File: config.mk
export PLATFORM = sky130hd
export DESIGN_NAME = blk_xfer_seq
export DESIGN_NICKNAME = d
export VERILOG_FILES = /design/src/rtl/blk_xfer_seq.sv
export SDC_FILE = /design/constraint.sdc
export NUM_CORES = 1
export LEC_CHECK = 0
export BUFFER_PORTS_ARGS = -buffer_cell sky130_fd_sc_hd__buf_2
export CAP_MARGIN = 20
export CORE_ASPECT_RATIO = 1.1
export CORE_MARGIN = 1.5
export CORE_UTILIZATION = 45
export CTS_BUF_LIST = sky130_fd_sc_hd__clkbuf_16
export CTS_CLUSTER_SIZE = 28
export DETAILED_ROUTE_END_ITERATION = 16
export GPL_ROUTABILITY_DRIVEN = 0
export PLACE_DENSITY = 0.66
export SLEW_MARGIN = 20
export SYNTH_ARGS = -nofsm -noshare
export SYNTH_HDL_FRONTEND = slang
export SYNTH_SLANG_ARGS = --single-unit
File: constraint.sdc
create_clock -name clk -period 7.9 [get_ports clk]
set_input_delay 1.185 -clock clk [delete_from_list [all_inputs] [get_ports clk]]
set_output_delay 1.185 -clock clk [all_outputs]
set_load 0.05 [all_outputs]
File: src/rtl/blk_xfer_seq.sv
// Block-transfer sequencer for the TII/TDD/TIN/TIA/TAI instructions: one READ/WRITE strobe pair per byte.
// Optional abort input enabled by defining BLKXFER_ABORT_EN.
module blk_xfer_seq #(
    parameter int SETUP_CYCLES = 17,
    parameter int BYTE_GAP     = 4
) (
    input  logic        clk,
    input  logic        reset,
    input  logic        RDY,
    input  logic        start,
    input  logic [2:0]  mode,
    input  logic [15:0] src,
    input  logic [15:0] dst,
    input  logic [15:0] len,
    input  logic [7:0]  rd_data,
`ifdef BLKXFER_ABORT_EN
    input  logic        abort,
`endif
    output logic        busy,
    output logic        done,
    output logic [15:0] vaddr,
    output logic        rd,
    output logic        we,
    output logic [7:0]  wr_data
);

    localparam logic [2:0] M_TII = 3'd0;
    localparam logic [2:0] M_TDD = 3'd1;
    localparam logic [2:0] M_TIN = 3'd2;
    localparam logic [2:0] M_TIA = 3'd3;
    localparam logic [2:0] M_TAI = 3'd4;

    localparam logic [7:0] SETUP_LD = 8'(SETUP_CYCLES);
    localparam logic [7:0] GAP_LD   = 8'(BYTE_GAP);

    typedef enum logic [2:0] {
        ST_IDLE  = 3'd0,
        ST_SETUP = 3'd1,
        ST_READ  = 3'd2,
        ST_WRITE = 3'd3,
        ST_GAP   = 3'd4,
        ST_DONE  = 3'd5
    } state_t;

    state_t      state_r;
    logic [15:0] src_cur_r;
    logic [15:0] dst_cur_r;
    logic [16:0] remaining_r;
    logic [2:0]  mode_r;
    logic        alt_r;
    logic [7:0]  cnt_r;
    logic        busy_r;
    logic        done_r;
    logic [15:0] vaddr_r;
    logic        rd_r;
    logic        we_r;
    logic [7:0]  wr_data_r;

    logic [15:0] src_nxt_s;
    logic [15:0] dst_nxt_s;
    logic        alt_nxt_s;
    logic [16:0] rem_nxt_s;
    logic [2:0]  mode_dec_s;
    logic        abort_s;

`ifdef BLKXFER_ABORT_EN
    assign abort_s = abort;
`else
    assign abort_s = 1'b0;
`endif

    // TAI reads from base+alt, TIA writes to base+alt; every other mode uses the pointer directly.
    function automatic logic [15:0] src_eff(input logic [2:0] m, input logic [15:0] base, input logic a);
        src_eff = (m == M_TAI) ? (base + {15'd0, a}) : base;
    endfunction

    function automatic logic [15:0] dst_eff(input logic [2:0] m, input logic [15:0] base, input logic a);
        dst_eff = (m == M_TIA) ? (base + {15'd0, a}) : base;
    endfunction

    assign mode_dec_s = (mode > M_TAI) ? M_TII : mode;

    // Pointer, alternation and byte-count values that take effect when a WRITE closes.
    always_comb begin
        src_nxt_s = src_cur_r;
        dst_nxt_s = dst_cur_r;
        alt_nxt_s = alt_r;
        rem_nxt_s = remaining_r - 17'd1;
        case (mode_r)
            M_TII: begin
                src_nxt_s = src_cur_r + 16'd1;
                dst_nxt_s = dst_cur_r + 16'd1;
            end
            M_TDD: begin
                src_nxt_s = src_cur_r - 16'd1;
                dst_nxt_s = dst_cur_r - 16'd1;
            end
            M_TIN: begin
                src_nxt_s = src_cur_r + 16'd1;
            end
            M_TIA: begin
                src_nxt_s = src_cur_r + 16'd1;
                alt_nxt_s = ~alt_r;
            end
            M_TAI: begin
                dst_nxt_s = dst_cur_r + 16'd1;
                alt_nxt_s = ~alt_r;
            end
            default: begin
                src_nxt_s = src_cur_r + 16'd1;
                dst_nxt_s = dst_cur_r + 16'd1;
            end
        endcase
    end

    // Sequencer FSM; strobes and vaddr are registered alongside the state they belong to.
    always_ff @(posedge clk) begin
        if (reset) begin
            state_r     <= ST_IDLE;
            src_cur_r   <= 16'd0;
            dst_cur_r   <= 16'd0;
            remaining_r <= 17'd0;
            mode_r      <= 3'd0;
            alt_r       <= 1'b0;
            cnt_r       <= 8'd0;
            busy_r      <= 1'b0;
            done_r      <= 1'b0;
            vaddr_r     <= 16'd0;
            rd_r        <= 1'b0;
            we_r        <= 1'b0;
            wr_data_r   <= 8'd0;
        end else if (RDY) begin
            case (state_r)
                ST_IDLE: begin
                    if (start) begin
                        src_cur_r   <= src;
                        dst_cur_r   <= dst;
                        remaining_r <= (len == 16'd0) ? 17'h10000 : {1'b0, len};
                        mode_r      <= mode_dec_s;
                        alt_r       <= 1'b0;
                        busy_r      <= 1'b1;
                        if (SETUP_CYCLES == 0) begin
                            state_r <= ST_READ;
                            rd_r    <= 1'b1;
                            vaddr_r <= src;
                        end else begin
                            state_r <= ST_SETUP;
                            cnt_r   <= SETUP_LD;
                        end
                    end
                end
                ST_SETUP: begin
                    if (abort_s) begin
                        state_r <= ST_DONE;
                        done_r  <= 1'b1;
                    end else if (cnt_r <= 8'd1) begin
                        state_r <= ST_READ;
                        rd_r    <= 1'b1;
                        vaddr_r <= src_eff(mode_r, src_cur_r, alt_r);
                    end else begin
                        cnt_r <= cnt_r - 8'd1;
                    end
                end
                ST_READ: begin
                    rd_r      <= 1'b0;
                    wr_data_r <= rd_data;
                    if (abort_s) begin
                        state_r <= ST_DONE;
                        done_r  <= 1'b1;
                    end else begin
                        state_r <= ST_WRITE;
                        we_r    <= 1'b1;
                        vaddr_r <= dst_eff(mode_r, dst_cur_r, alt_r);
                    end
                end
                ST_WRITE: begin
                    we_r        <= 1'b0;
                    src_cur_r   <= src_nxt_s;
                    dst_cur_r   <= dst_nxt_s;
                    alt_r       <= alt_nxt_s;
                    remaining_r <= rem_nxt_s;
                    if (abort_s || (rem_nxt_s == 17'd0 && BYTE_GAP == 0)) begin
                        state_r <= ST_DONE;
                        done_r  <= 1'b1;
                    end else if (BYTE_GAP > 0) begin
                        state_r <= ST_GAP;
                        cnt_r   <= GAP_LD;
                    end else begin
                        state_r <= ST_READ;
                        rd_r    <= 1'b1;
                        vaddr_r <= src_eff(mode_r, src_nxt_s, alt_nxt_s);
                    end
                end
                ST_GAP: begin
                    if (abort_s || (cnt_r <= 8'd1 && remaining_r == 17'd0)) begin
                        state_r <= ST_DONE;
                        done_r  <= 1'b1;
                    end else if (cnt_r <= 8'd1) begin
                        state_r <= ST_READ;
                        rd_r    <= 1'b1;
                        vaddr_r <= src_eff(mode_r, src_cur_r, alt_r);
                    end else begin
                        cnt_r <= cnt_r - 8'd1;
                    end
                end
                ST_DONE: begin
                    state_r <= ST_IDLE;
                    done_r  <= 1'b0;
                    busy_r  <= 1'b0;
                end
                default: begin
                    state_r <= ST_IDLE;
                    done_r  <= 1'b0;
                    busy_r  <= 1'b0;
                    rd_r    <= 1'b0;
                    we_r    <= 1'b0;
                end
            endcase
        end
    end

    assign busy    = busy_r;
    assign done    = done_r;
    assign vaddr   = vaddr_r;
    assign rd      = rd_r;
    assign we      = we_r;
    assign wr_data = wr_data_r;

endmodule
== Word level (Yosys, flattened, before mapping) ==
Cells that the tools add are included.

* Register bits: 92
* Logic and storage cells: 103

* Bitwise logic cells: 5
* Add/subtract/negate cells: 8
* Magnitude comparators: 2
* Equality and inequality tests: 15
* Muxes and demuxes: 34
* Reduce and logical (&&, ||, !) cells: 26

{| class="wikitable"
|+ Operator list
! kind !! number
|-
| $pmux 16 s2 || 4
|-
| $mux 16 || 6
|-
| $pmux 16 s3 || 1
|-
| $mux 17 || 2
|-
| $pmux 17 s2 || 1
|-
| $add 16x1->16 || 2
|-
| $add 16x1->16 const B || 2
|-
| $pmux 8 s4 || 1
|-
| $sub 16x1->16 const B || 2
|-
| $mux 8 || 3
|-
| $reduce_and 3->1 || 6
|-
| $logic_not 17->1 || 1
|-
| $sub 17x1->17 const B || 1
|-
| $logic_not 16->1 || 1
|-
| $reduce_and 4->1 || 4
|-
| $pmux 3 s5 || 1
|-
| $eq 3x2->1 const B || 4
|-
| $mux 3 || 4
|-
| $ne 2x2->1 const B || 6
|-
| $reduce_or 4->1 || 3
|-
| $eq 3x3->1 const B || 3
|-
| $le 8x1->1 const B || 1
|-
| $pmux 1 s2 || 4
|-
| $sub 8x1->8 const B || 1
|-
| other kinds (13) || 26
|}

== Depth between registers and ports, before layout ==
* Word-level depth: 5
* Depth in mapped cells: 12
* Depth with buffers taken out: 8

== Worst setup path after synthesis ==
No wires, ideal clock.

* Kind: reg-to-reg
* Start point: register mode_r[1]
* End point: register dst_cur_r[12]
* Arrival: 3.020 ns
* Setup time: 0.074 ns
* Path slack: 4.806 ns
* Clock period less this slack: 3.094 ns
* Stages on the path, launching flop included: 13
* Cell sequence: dfxtp_1 or3b_1 buf_2 clkbuf_1 buf_1 xnor2_1 ha_1 clkbuf_2 nor3_1 a211o_1 a2111o_1 a2111o_1 a31oi_1

* Longest elaborated chain between the ends: 4
* Elaborated cells between the ends (all ways): 8
* Those cells by class: eq/ne (4); mux (2); reduce/logical (2)

{| class="wikitable"
|+ RTL lines
! element !! line !! source
|-
| from (decl) || 49 || <nowiki>logic [2:0] mode_r;</nowiki>
|-
| from (signal assigned) || 139 || <nowiki>mode_r <= mode_dec_s;</nowiki>
|-
| $eq 3x2->1 || 89 || <nowiki>case (mode_r)</nowiki>
|-
| $reduce_or 2->1 (no source line) || -- ||
|-
| $pmux 16 s2 or $ne 2x2->1 (tied branches) || -- ||
|-
| $pmux 16 s2 or $reduce_and 4->1 (tied branches) || -- ||
|-
| to (signal assigned) || 137 || <nowiki>dst_cur_r <= dst;</nowiki>
|-
| to (signal assigned) || 179 || <nowiki>dst_cur_r <= dst_nxt_s;</nowiki>
|-
| to (decl) || 47 || <nowiki>logic [15:0] dst_cur_r;</nowiki>
|}

Parallel ways exist; a longest one is shown, timed or not.
A chain may end at the register's enable or synchronous reset.

== Worst setup path after layout ==
Ends and elaborated chain as after synthesis.

==> metrics.yaml <==
synth:
  synth_top_family_by_area: "simple AND/OR/NAND/NOR gates"
  netlist_area_before_placement_sq_um: 6797
  synth_top_area_share: 0.2710
  synth_compound_gate_area_share: 0.2395
  fraction_of_synthesized_area_in_multiplexers: 0.03185
  ys_types: 72
  post-synth-top-area-cell: "dfxtp_1"
  synth_xor_area_frac: 0.02706
  syn_area_per_cell_sq_um: 7.340
  synthesis.yosys.warnings: 0
  synth.net_count: 999
  yosysSeqAreaShare: 0.2710
  post_synth_inst_count: 926
  synth-edff-count: 0
  post_synth_fa_ha_maj_area_fraction: 0.01841
  synth-seq-cells: 92
  synth_simple_gate_area_frac: 0.3489
  synthTopCellsByArea: "dfxtp_1, a21oi_1, clkbuf_1, nand2_1, nor2_1"
  ys_dominant_reg_cell: "dfxtp_1"
  asyncSetResetFlopFracSynth: 0
detailed_routing:
  viasPerCell: 6.350
  antenna_violating_nets_post_route: 0
  routed_wl_microns: 19620
  detail_route.first_pass.iterations: 5
  num_vias: 7258
  drt_first_iter_violations: 481
  routed_wire_length_per_instance_microns: 17.16
  remaining_drc_errors: 0
critical_path:
  critical_path.endpoint: "dst_cur_r[12]$_SDFFE_PP0P_"
  worst-path-max-fanout: 26
  worst-endpoint-required_ns: 8.18
  setup.reg_to_reg.worst_slack_ns: 4.42
  critical_path_arrival_ns: 3.76
  crit_start: "mode_r[1]$_SDFFE_PP0P_"
  worst-r2r-cell-count: 8
  worstSetupStartpointType: "register"
  reg2reg_to: "dst_cur_r[12]$_SDFFE_PP0P_"
  worstSetupPathType: "reg -> reg"
  setup.worst_path.end_class: "register"
  r2r_start: "mode_r[1]$_SDFFE_PP0P_"
timing:
  setup_viol: 0
  timing.slew.headroom: 0.3124
  post-route-min-period_ns: 3.483
  final_min_period_over_clock_period: 0.4408
  timing.fmax_mhz: 287.1
  worst_slew_pin_slew_ns: 1.023
  hold_viol_final: 0
  rsz0062_at_grt: "false"
  report.final.slew_viol_count: 0
  setup_tns_ns: 0
  finalClockSkew_ns: 0.006830
global_routing:
  antenna_found_initial: 0
  grt.overflow.total: 0
  grt_first_pass_wirelength_microns: 32460
  grt_max_degree: 95
  globalRouteTotalUtil: 0.2446
  grt_pass1_vias: 6521
hold_path:
  hp-class: "reg -> reg"
floorplanning:
  rows: 46
  die_area_sq_um: 15850
  placeableCoreArea_sq_um: 14560
  start_util: 0.4667
  io_pins: 91
  die_width_microns: 120.2
  overall_die_height_microns: 131.9
clocking:
  cts.clk_slew.worst_paths_ns: 0.07
  ctsHtreeMaxLevel: 3
  cts_post_setup_buffers_inserted: 0
  clock_latency_late_sink_ns: 0.35
  cts_repair_resize_count: 0
  clock-sinks: 92
  cts_tree: "yes"
  holdBufCountCts: 0
  cts.path.max_buffers: 2
  number_of_buffers_added_by_the_clock_tree_synthesis_step: 9
  clock-root-buffer: "clkbuf_16"
status:
  result_of_the_run: "finished clean"
pwr:
  cellPowerDensity_nw_per_um2: 163.8
  leakagePower_nw: 2.687
  vdd.ir_drop.worst_mv: 0.1156
finish:
  filler_cell_count: 1463
  final_layout_size_suffix_gt1_frac: 0.1441
  instances_no_fill: 1143
  diodes: 0
  syn_to_final_growth_pct: 10.90
  final_net_count: 1019
place:
  dp_cells: 1127
  place.detailed.hpwl_microns: 13200
  port_buffers: 90
run:
  number_of_violations_of_the_max_capacitance_limit: 0
==> layer usage <==
metal	global-route usage	vias up	share of wire
met5	0	-	0
met4	0.08796	0	0.022
met3	0.03287	39	0.058
met2	0.3825	259	0.46
met1	0.3431	3422	0.46
li1	-	3538	-
==> cells in the final DEF, fill, tap and decap left out, types with 5 or more instances in the layout <==
master     instances
dfxtp_1           92
buf_2             90
nand2_1           74
nor2_1            72
a21oi_1           63
nor3_1            52
o21ai_0           41
nand3_1           33
a31oi_1           30
nand4_1           26
nand2b_1          25
nor4_1            24
or3_1             21
inv_1             20
and3_1            18
mux2i_1           16
and2_1            14
or4_1             14
o32ai_1           11
xor2_1            11
xnor2_1           10
o211ai_1          10
ha_1              10
buf_4             10
clkbuf_16          9
nor3b_1            7
a21o_1             7
a211oi_1           7
a22oi_1            7
and4_1             6
a2111o_1           6
a311oi_1           6
o31ai_1            6
a32o_1             6
nand4b_1           5
or2_2              5
o22ai_1            5
a41oi_1            5
mux2_2             5
==> per-stage QoR <==
stage / hold slack [ns] / area, sq um / setup WS [ns] / util / power (mW)
2_1_floorplan: 0.4434 / 6797 / 4.806 / - / 0.7282
3_3_place_gp: 0.4394 / 7232 / 4.513 / 0.4966 / 0.7991
3_5_place_dp: 0.4460 / 7232 / 4.422 / 0.4966 / 0.8006
4_1_cts: 0.4553 / 7523 / 4.459 / 0.5167 / 1.239
5_1_grt: 0.4771 / 7537 / 4.216 / 0.5176 / 1.295
6_report: 0.4519 / 7537 / 4.417 / 0.5176 / 1.234
==> cells in the mapped netlist (all sizes together) (5+ instances only) <==
cell	instances
a2111o	6
a211oi	7
a21o	7
a21oi	64
a22oi	7
a311oi	6
a31oi	30
a32o	6
a41oi	5
and2	14
and3	18
and4	6
buf	12
clkbuf	79
dfxtp	92
ha	10
inv	20
mux2	5
mux2i	16
nand2	74
nand2b	25
nand3	33
nand4	26
nand4b	5
nor2	72
nor3	52
nor3b	10
nor4	27
o211ai	10
o21ai	41
o22ai	6
o31ai	6
o32ai	11
or2	6
or3	21
or3b	5
or4	14
xnor2	10
xor2	11
==> how the worst min path moves through the flow <==
stage                                 startpoint                      endpoint  slack (ns)  cells after the start
floorplan           remaining_r[15]$_SDFFE_PP0P_  remaining_r[15]$_SDFFE_PP0P_        0.44                      2
global placement         wr_data[3]$_SDFFE_PP0P_       wr_data[3]$_SDFFE_PP0P_        0.44                      2
detailed placement       wr_data[2]$_SDFFE_PP0P_       wr_data[2]$_SDFFE_PP0P_        0.45                      2
CTS                      wr_data[2]$_SDFFE_PP0P_       wr_data[2]$_SDFFE_PP0P_        0.46                      2
global route             wr_data[3]$_SDFFE_PP0P_       wr_data[3]$_SDFFE_PP0P_        0.48                      2
finish                   wr_data[2]$_SDFFE_PP0P_       wr_data[2]$_SDFFE_PP0P_        0.45                      2
==> flip-flops by register name (all words and copies together), names as in the netlist, 3 cells and up <==
| register | cells |
|---|---|
| vaddr | 16 |
| remaining_r | 17 |
| state_r | 3 |
| dst_cur_r | 16 |
| mode_r | 3 |
| wr_data | 8 |
| cnt_r | 8 |
| src_cur_r | 16 |
==> kinds of logic (layout without fill, tap and decap cells) <==
| family | count (synthesis) | count (layout) |
|---|---|---|
| mux | 21 | 21 |
| buf+inv | 111 | 136 |
| compound gates | 243 | 243 |
| flops | 92 | 92 |
| simple gates | 428 | 428 |
| fa+ha+maj | 10 | 10 |
| xor+xnor | 21 | 21 |
==> where the power goes <==
part           total (mW)  leakage [nW]  switching (mW)  internal [mW]
Clock               0.438         0.137           0.194          0.244
Combinational       0.260          1.80           0.157          0.103
Sequential          0.536         0.748          0.0480          0.488
Total                1.23          2.69           0.399          0.835
==> critical path, stage by stage (launching register included) <==
cell	delay [ns]
dfxtp_1	0.58
or3b_1	0.85
xnor2_1	0.20
ha_1	0.34
nor3_1	0.08
a211o_1	0.36
a2111o_1	0.43
a2111o_1	0.41
a31oi_1	0.15
==> area by class of cell <==
| cell class | count | area (sq um) | share of cell area |
|---|---|---|---|
| clock inverters | 7 | 66.31 | 0.008798 |
| well taps | 192 | 240.2 | 0.03187 |
| inverters | 20 | 75.07 | 0.009960 |
| repair buffers | 100 | 525.5 | 0.06972 |
| multi-input cells | 723 | 4563 | 0.6054 |
| flip-flops and latches | 92 | 1842 | 0.2444 |
| clock buffers | 9 | 225.2 | 0.02988 |
Note: power is estimated with default switching activity, not from simulation.
